File: src/rtl/fetch_pkg.sv
// Shared types and constants for the instruction-fetch stage.
package fetch_pkg;

  localparam int unsigned INST_W = 32;
  localparam logic [INST_W-1:0] NOP_INST = 32'h00000013;

  // One prefetch-queue entry: the fetch PC paired with its instruction word.
  typedef struct packed {
    logic [31:0]       pc;
    logic [INST_W-1:0] inst;
  } fetch_entry_t;

  // Ceiling log2 for sizing pointers and counters.
  function automatic int unsigned clog2(input int unsigned n);
    int unsigned r;
    int unsigned v;
    r = 0;
    v = 1;
    while (v < n) begin
      v = v << 1;
      r = r + 1;
    end
    return r;
  endfunction

endpackage

File: src/rtl/fetch_queue.sv
// Synchronous FIFO with flush; DEPTH must be a power of two.
module fetch_queue
  import fetch_pkg::*;
#(
  parameter  int unsigned WIDTH = 32,
  parameter  int unsigned DEPTH = 4,
  localparam int unsigned PTR_W = clog2(DEPTH),
  localparam int unsigned CNT_W = clog2(DEPTH) + 1
) (
  input  logic             clk,
  input  logic             rst,
  input  logic             push,
  input  logic [WIDTH-1:0] push_data,
  input  logic             pop,
  input  logic             flush,
  output logic             full,
  output logic             empty,
  output logic [CNT_W-1:0] count,
  output logic [WIDTH-1:0] head
);

  logic [WIDTH-1:0] mem [DEPTH];
  logic [PTR_W-1:0] rd_ptr;
  logic [PTR_W-1:0] wr_ptr;
  logic             do_push;
  logic             do_pop;

  assign empty   = (count == '0);
  assign full    = (count == CNT_W'(DEPTH));
  assign do_pop  = pop && !empty;
  assign do_push = push && (!full || do_pop);
  assign head    = mem[rd_ptr];

  always_ff @(posedge clk or posedge rst) begin
    if (rst) begin
      rd_ptr <= '0;
      wr_ptr <= '0;
      count  <= '0;
    end else if (flush) begin
      rd_ptr <= '0;
      wr_ptr <= '0;
      count  <= '0;
    end else begin
      if (do_push) wr_ptr <= wr_ptr + PTR_W'(1);
      if (do_pop)  rd_ptr <= rd_ptr + PTR_W'(1);
      count <= count + CNT_W'(do_push) - CNT_W'(do_pop);
    end
  end

  // Storage needs no reset; empty/count gate every read.
  always_ff @(posedge clk) begin
    if (do_push && !flush) mem[wr_ptr] <= push_data;
  end

endmodule

File: src/rtl/fetch_unit.sv
// Instruction-fetch stage: credit-limited imem requests, prefetch queue, redirect flush.
// Define FETCH_BYPASS_EN to forward a response straight to decode when the queue is empty.
module fetch_unit
  import fetch_pkg::*;
#(
  parameter int unsigned ADDR_W = 16,
  parameter int unsigned DEPTH  = 4,
  parameter logic [31:0] BOOT   = 32'h00000000
) (
  input  logic              clk,
  input  logic              rst,
  input  logic              redirect,
  input  logic [31:0]       redirect_pc,
  output logic [ADDR_W-1:0] imem_addr,
  output logic              imem_oe,
  input  logic [INST_W-1:0] imem_rdata,
  input  logic              imem_ready,
  output logic              dec_valid,
  output logic [INST_W-1:0] dec_inst,
  output logic [31:0]       dec_pc,
  input  logic              dec_ready
);

  localparam int unsigned CNT_W = clog2(DEPTH) + 1;
  localparam int unsigned ENT_W = $bits(fetch_entry_t);

  logic [31:0]      pc;
  logic [CNT_W-1:0] outstanding;
  logic [CNT_W-1:0] discard;
  logic [CNT_W:0]   inflight;

  logic [31:0]      tag_head;
  logic [CNT_W-1:0] tag_count;
  logic             tag_full;
  logic             tag_empty;

  fetch_entry_t     q_in;
  fetch_entry_t     q_head;
  logic [CNT_W-1:0] q_count;
  logic             q_full;
  logic             q_empty;
  logic             q_push;
  logic             q_pop;
  logic             resp_live;
  logic             unused_ok;

  assign imem_addr = pc[ADDR_W-1:0];
  assign inflight  = {1'b0, q_count} + {1'b0, outstanding};
  assign imem_oe   = !rst && !redirect && (inflight < (CNT_W+1)'(DEPTH));
  assign resp_live = !rst && imem_ready && (discard == '0) && !redirect;
  assign q_in      = '{pc: tag_head, inst: imem_rdata};
  assign q_pop     = dec_ready && !redirect && !q_empty;
  assign unused_ok = ^{tag_full, tag_empty, tag_count, q_full, redirect_pc[1:0]};

`ifdef FETCH_BYPASS_EN
  logic bypass;
  logic byp_take;
  assign bypass   = q_empty && resp_live;
  assign byp_take = bypass && dec_ready;
  assign q_push   = resp_live && !byp_take;
`else
  assign q_push   = resp_live;
`endif

  // PC tags of requests whose responses will be kept.
  fetch_queue #(.WIDTH(32), .DEPTH(DEPTH)) u_tag_fifo (
    .clk       (clk),
    .rst       (rst),
    .push      (imem_oe),
    .push_data (pc),
    .pop       (resp_live),
    .flush     (redirect),
    .full      (tag_full),
    .empty     (tag_empty),
    .count     (tag_count),
    .head      (tag_head)
  );

  fetch_queue #(.WIDTH(ENT_W), .DEPTH(DEPTH)) u_inst_q (
    .clk       (clk),
    .rst       (rst),
    .push      (q_push),
    .push_data (q_in),
    .pop       (q_pop),
    .flush     (redirect),
    .full      (q_full),
    .empty     (q_empty),
    .count     (q_count),
    .head      (q_head)
  );

  // A response arriving in the redirect cycle is dropped, so it is not counted into discard.
  always_ff @(posedge clk or posedge rst) begin
    if (rst) begin
      pc          <= BOOT;
      outstanding <= '0;
      discard     <= '0;
    end else begin
      outstanding <= outstanding + CNT_W'(imem_oe) - CNT_W'(imem_ready);
      if (redirect) begin
        pc      <= {redirect_pc[31:2], 2'b00};
        discard <= outstanding - CNT_W'(imem_ready);
      end else begin
        if (imem_oe) pc <= pc + 32'd4;
        if (imem_ready && (discard != '0)) discard <= discard - CNT_W'(1);
      end
    end
  end

  always_comb begin
    dec_valid = !q_empty;
    dec_inst  = q_head.inst;
    dec_pc    = q_head.pc;
`ifdef FETCH_BYPASS_EN
    if (bypass) begin
      dec_valid = 1'b1;
      dec_inst  = imem_rdata;
      dec_pc    = tag_head;
    end
`endif
    if (!dec_valid) begin
      dec_inst = NOP_INST;
      dec_pc   = '0;
    end
  end

endmodule

File: config.mk
export PLATFORM = sky130hd
export DESIGN_NAME = fetch_unit
export DESIGN_NICKNAME = d
export VERILOG_FILES = /design/src/rtl/fetch_pkg.sv /design/src/rtl/fetch_queue.sv /design/src/rtl/fetch_unit.sv
export SDC_FILE = /design/constraint.sdc
export NUM_CORES = 1
export LEC_CHECK = 0
export CORE_AREA = 8 8 208 210
export DETAILED_ROUTE_END_ITERATION = 8
export DIE_AREA = 0 0 216 218
export DONT_BUFFER_PORTS = 1
export GPL_TIMING_DRIVEN = 0
export PLACE_DENSITY = 0.67
export SLEW_MARGIN = 20
export SYNTH_ARGS = -nofsm -noshare
export SYNTH_HDL_FRONTEND = slang
export SYNTH_HIERARCHICAL = 1
export SYNTH_SLANG_ARGS = --single-unit
File: constraint.sdc
create_clock -name clk -period 5.8 [get_ports clk]
set_clock_uncertainty 0.2 [all_clocks]
set_input_delay 0.87 -clock clk [delete_from_list [all_inputs] [get_ports clk]]
set_output_delay 0.87 -clock clk [all_outputs]
set_load 0.01 [all_outputs]
* Yosys cells after proc, flatten, opt, wreduce, memory -nomap -nowiden
Memories as Yosys holds them, arrays and structs flattened.
Index checks and enable logic that the tools add are counted.
** Operators by class
- $add $sub $neg :: 14
- $mul :: 0
- Div/mod/pow operators :: 0
- $lt $le $gt $ge :: 1
- Equality and inequality tests :: 2
- Shift operators :: 0
- Muxes and demuxes :: 20
- Bitwise gates (word level) :: 0
- Reductions and logical operators :: 32
** Operator list (count)
- 2-to-1 mux 32 bit :: 4
- adder 32 x 3 -> 32 bit (second input constant) :: 1
- 2-to-1 mux 2 bit :: 8
- logical AND 1 bit :: 14
- 2-to-1 mux 3 bit :: 4
- nonzero test 2 bit :: 6
- subtractor 3 x 1 -> 3 bit :: 4
- adder 3 x 1 -> 3 bit :: 3
- zero test 3 bit :: 3
- adder 2 x 1 -> 2 bit (second input constant) :: 4
- equality test 3 bit (second input constant) :: 2
- zero test 1 bit :: 6
- adder 3 x 3 -> 4 bit :: 1
- < comparator 4 x 3 -> 1 bit (second input constant) :: 1
- 2-to-1 mux 1 bit :: 4
- nonzero test 3 bit :: 1
- subtractor 3 x 1 -> 3 bit (second input constant) :: 1
- logical OR 1 bit :: 2
** Word-level totals
- Register bits after elaboration :: 52
- Latch bits :: 0
- Bits in writable memories :: 384
- Memory bits (read-only) :: 0
- Output and inout port bits :: 82
- Memories :: 2
** Memories
- u_inst_q.mem :: depth 4, bits a word 64, rd ports 1, clocked after Yosys merged registers in 0, wr ports 1, line fetch_queue.sv:22 : logic [WIDTH-1:0] mem [DEPTH];
- u_tag_fifo.mem :: depth 4, bits a word 32, rd ports 1, clocked after Yosys merged registers in 0, wr ports 1, line fetch_queue.sv:22

* Logic depth before layout (Yosys ltp)
- Depth in word-level cells :: 10
- Depth in mapped cells :: 13
- Mapped depth without buffers :: 12

* Hierarchy
Netlist, hierarchy kept.
** By module, submodules not included
- fetch_queue at u_inst_q :: instances 1, cells each 380, area each 9721.8 um^2
- fetch_queue at u_tag_fifo :: instances 1, cells each 214, area each 5116.2 um^2
- fetch_unit :: instances 1, cells each 339, area each 2824.0 um^2

* Least setup slack after synthesis
Ideal clock, no wire load.
- Kind :: input to register
- From :: input redirect
- To :: memory u_inst_q/mem[0][0] (netlist bit) (enable)
- Arrival time :: 3.944 ns
- Data required time :: 5.171 ns
- Slack :: 1.227 ns
- Stages on the path :: 5
- Path buffers :: 2
- Path through :: clkbuf_1 -> clkbuf_1 -> nor4b_1 -> nor3b_1 -> and2_1
** RTL lines
- start: declaration :: line fetch_unit.sv:12 : input logic redirect,
- zero test 1 bit :: line fetch_unit.sv:50 : assign resp_live = !rst && imem_ready && (discard == '0) && !redirect;
- logical AND 1 bit :: line fetch_unit.sv:50
- via q_push :: line fetch_unit.sv:42 : logic q_push;
- logical AND 1 bit :: line fetch_queue.sv:31 : assign do_push = push && (!full || do_pop);
- logical AND 1 bit :: line fetch_queue.sv:52 : if (do_push && !flush) mem[wr_ptr] <= push_data;
- 2-to-1 mux 1 bit :: line fetch_queue.sv:52
- 2-to-1 mux 1 bit (implied by the code) :: line fetch_queue.sv:52
- end: declaration :: line fetch_queue.sv:22
The timed path passes the listed nets, and every way through them passes these cells.

* Worst setup path after layout
- From :: register u_inst_q.count[1]
- To :: output dec_inst[1]
** On the way
- Word-level cells in the longest chain between the ends :: 2
** RTL lines
- start: declaration :: line fetch_queue.sv:18 : output logic [CNT_W-1:0] count,
- start signal: assignment :: line fetch_queue.sv:46 : count <= count + CNT_W'(do_push) - CNT_W'(do_pop);
- zero test 3 bit :: line fetch_queue.sv:28 : assign empty = (count == '0);
- via q_empty :: line fetch_unit.sv:41 : logic q_empty;
- 2-to-1 mux 32 bit :: line fetch_unit.sv:121 : if (!dec_valid) begin
- end: declaration :: line fetch_unit.sv:19 : output logic [INST_W-1:0] dec_inst,
The timed path passes the listed nets, and every way through them passes these cells.

==> metrics.yaml <==
dieArea_um2: 47100
drc: 0
grt_max_degree: 43
overflow: 0
wl_per_cell_um: 23.2
core_area_um2: 40200
cts.sinks: 434
fin_tns_setup_ns: 0
syn_inst: 930
drtAntennaViolNets: 0
drive_above_1_share: 0.228
cp_top_family: "buffers and inverters"
first_global_vias: 9104
final_common_cell: "edfxtp_1"
clk_pin_slew_ns: 0.06
hold_viol_final: 0
status: "finished clean"
routed_wl_um: 36300
antenna_cells: 0
clockBufferDepth: 3
insertion_delay_ns: 0.57
antenna_found_initial: 2
setup_viol: 0
crit_type: "reg2out"
cts_tree: "done"
startpoint_type: "flip-flop"
worstSetupEndpointType: "output port"
syn2layout_area_growth_pct: 13.7
grt_pass1_wl_um: 55800
track_usage: 0.155
dp.cells: 1480
initial_utilization: 0.439
cts_max_level: 2
place_ws_ns: 1.21
ios: 151
viasPerCell: 5.52
path_cells: "nor3_1 > clkbuf_2 > clkbuf_1 > or2_2"
fillCellCount: 3329
timing.final.crit_share: 0.714
slew_violations: 0
tightest_slew_ns: 0.825
fin_cells: 1566
rsz0062_at_grt: "false"
synth_area_um2: 17600
cap_violations: 0
slew_headroom: 0.448
gp_congestion: 0.850
drt_first_pass_iters: 5
leakagePower_nw: 6.45
cts_made_buffers: 46
port_buffers: 0
cts-root-buf: "clkbuf_16"
avgSynthCellArea_um2: 19.0
crit_arrival_ns: 3.07
vias: 8648
required_ns: 4.73
power.total_mw: 6.81
timing.final.ws_setup_ns: 1.66
final_nets: 1088
place_hpwl_um: 24100
fmax_mhz: 242
rows: 74
yosys_warnings: 6
postCtsResizedCells: 0
die_w_um: 216
drt-initial-drc-count: 781
powerDensity_nw_per_um2: 339
peakVddDrop_mv: 0.191
hold_path.class: "in2reg"
cp_slowest_cell: "nor3_1"
mostFrequentLayoutCells: "edfxtp_1, mux4_2, nor2b_1"
cp_slowest_stage_delay_ns: 0.66
period_minus_slack_ns: 4.14
cp.buffers_inverters: 2
die_y_um: 218
path_max_fanout: 10
==> layout make-up <==
type / instances / area, µm² / share of cell area
sequential: 434 / 12800 / 0.637
multi-input combinational: 424 / 4450 / 0.222
clock buffer: 58 / 1220 / 0.0606
tap: 532 / 666 / 0.0332
buffer: 60 / 388 / 0.0193
clock inverter: 27 / 277 / 0.0138
timing repair buffer: 10 / 205 / 0.0102
inverter: 21 / 78.8 / 0.00393
==> state kept, by name (all words and copies together) (netlist names) <==
signal	flops
u_inst_q/mem	256
u_tag_fifo/mem	128
pc	30
discard	3
outstanding	3
u_inst_q/count	3
u_tag_fifo/count	3
u_inst_q/rd_ptr	2
u_inst_q/wr_ptr	2
u_tag_fifo/rd_ptr	2
u_tag_fifo/wr_ptr	2
==> metal layers <==
metal  GRT usage  vias to the layer above  share of wire
met4      0.0413                        4          0.021
met3      0.0524                       51          0.079
li1            -                     3826              -
met2       0.258                      251           0.49
met1       0.193                     4516           0.41
met5           0                        -        0.00074
==> per-stage QoR <==
| stage | instance area [µm²] | util | hold slack [ns] |
|---|---|---|---|
| 2_1_floorplan | 17700 | - | 0.284 |
| 3_3_place_gp | 18300 | 0.456 | 0.357 |
| 3_5_place_dp | 18600 | 0.462 | 0.382 |
| 4_1_cts | 20100 | 0.499 | 0.152 |
| 5_1_grt | 20100 | 0.499 | 0.153 |
| 6_report | 20100 | 0.499 | 0.197 |
==> worst paths after layout <==
| path | depth (start not counted) | slack, ns | end | start |
|---|---|---|---|---|
| min in group asynchronous | 2 | 0.57 | u_tag_fifo/wr_ptr[0] | rst |
| max in group asynchronous | 3 | 4.30 | pc[31] | rst |
| min | 0 | 0.20 | u_inst_q/mem[0][27] | imem_rdata[27] |
| max | 4 | 1.66 | dec_inst[1] | u_inst_q/count[1] |
| max reg2reg | 8 | 1.89 | u_inst_q/mem[1][22] | u_inst_q/count[1] |
| min reg2reg | 2 | 0.38 | discard[2] | discard[2] |
==> where the power goes <==
group | switching, mW | internal [mW] | leakage [nW] | total, mW
Clock | 1.18 | 1.68 | 0.726 | 2.86
Sequential | 0.0878 | 3.50 | 4.06 | 3.59
Combinational | 0.212 | 0.149 | 1.66 | 0.360
Total | 1.48 | 5.32 | 6.45 | 6.81
==> repair_timing <==
| item | 4_1_cts | 5_1_grt |
|---|---|---|
| endpoints found under the setup margin | 0 | 0 |
| hold endpoints to repair | 31 | 0 |
| hold buffers | 1 | 0 |
| setup buffers | 0 | 0 |
(Power assumes the default switching activity.)
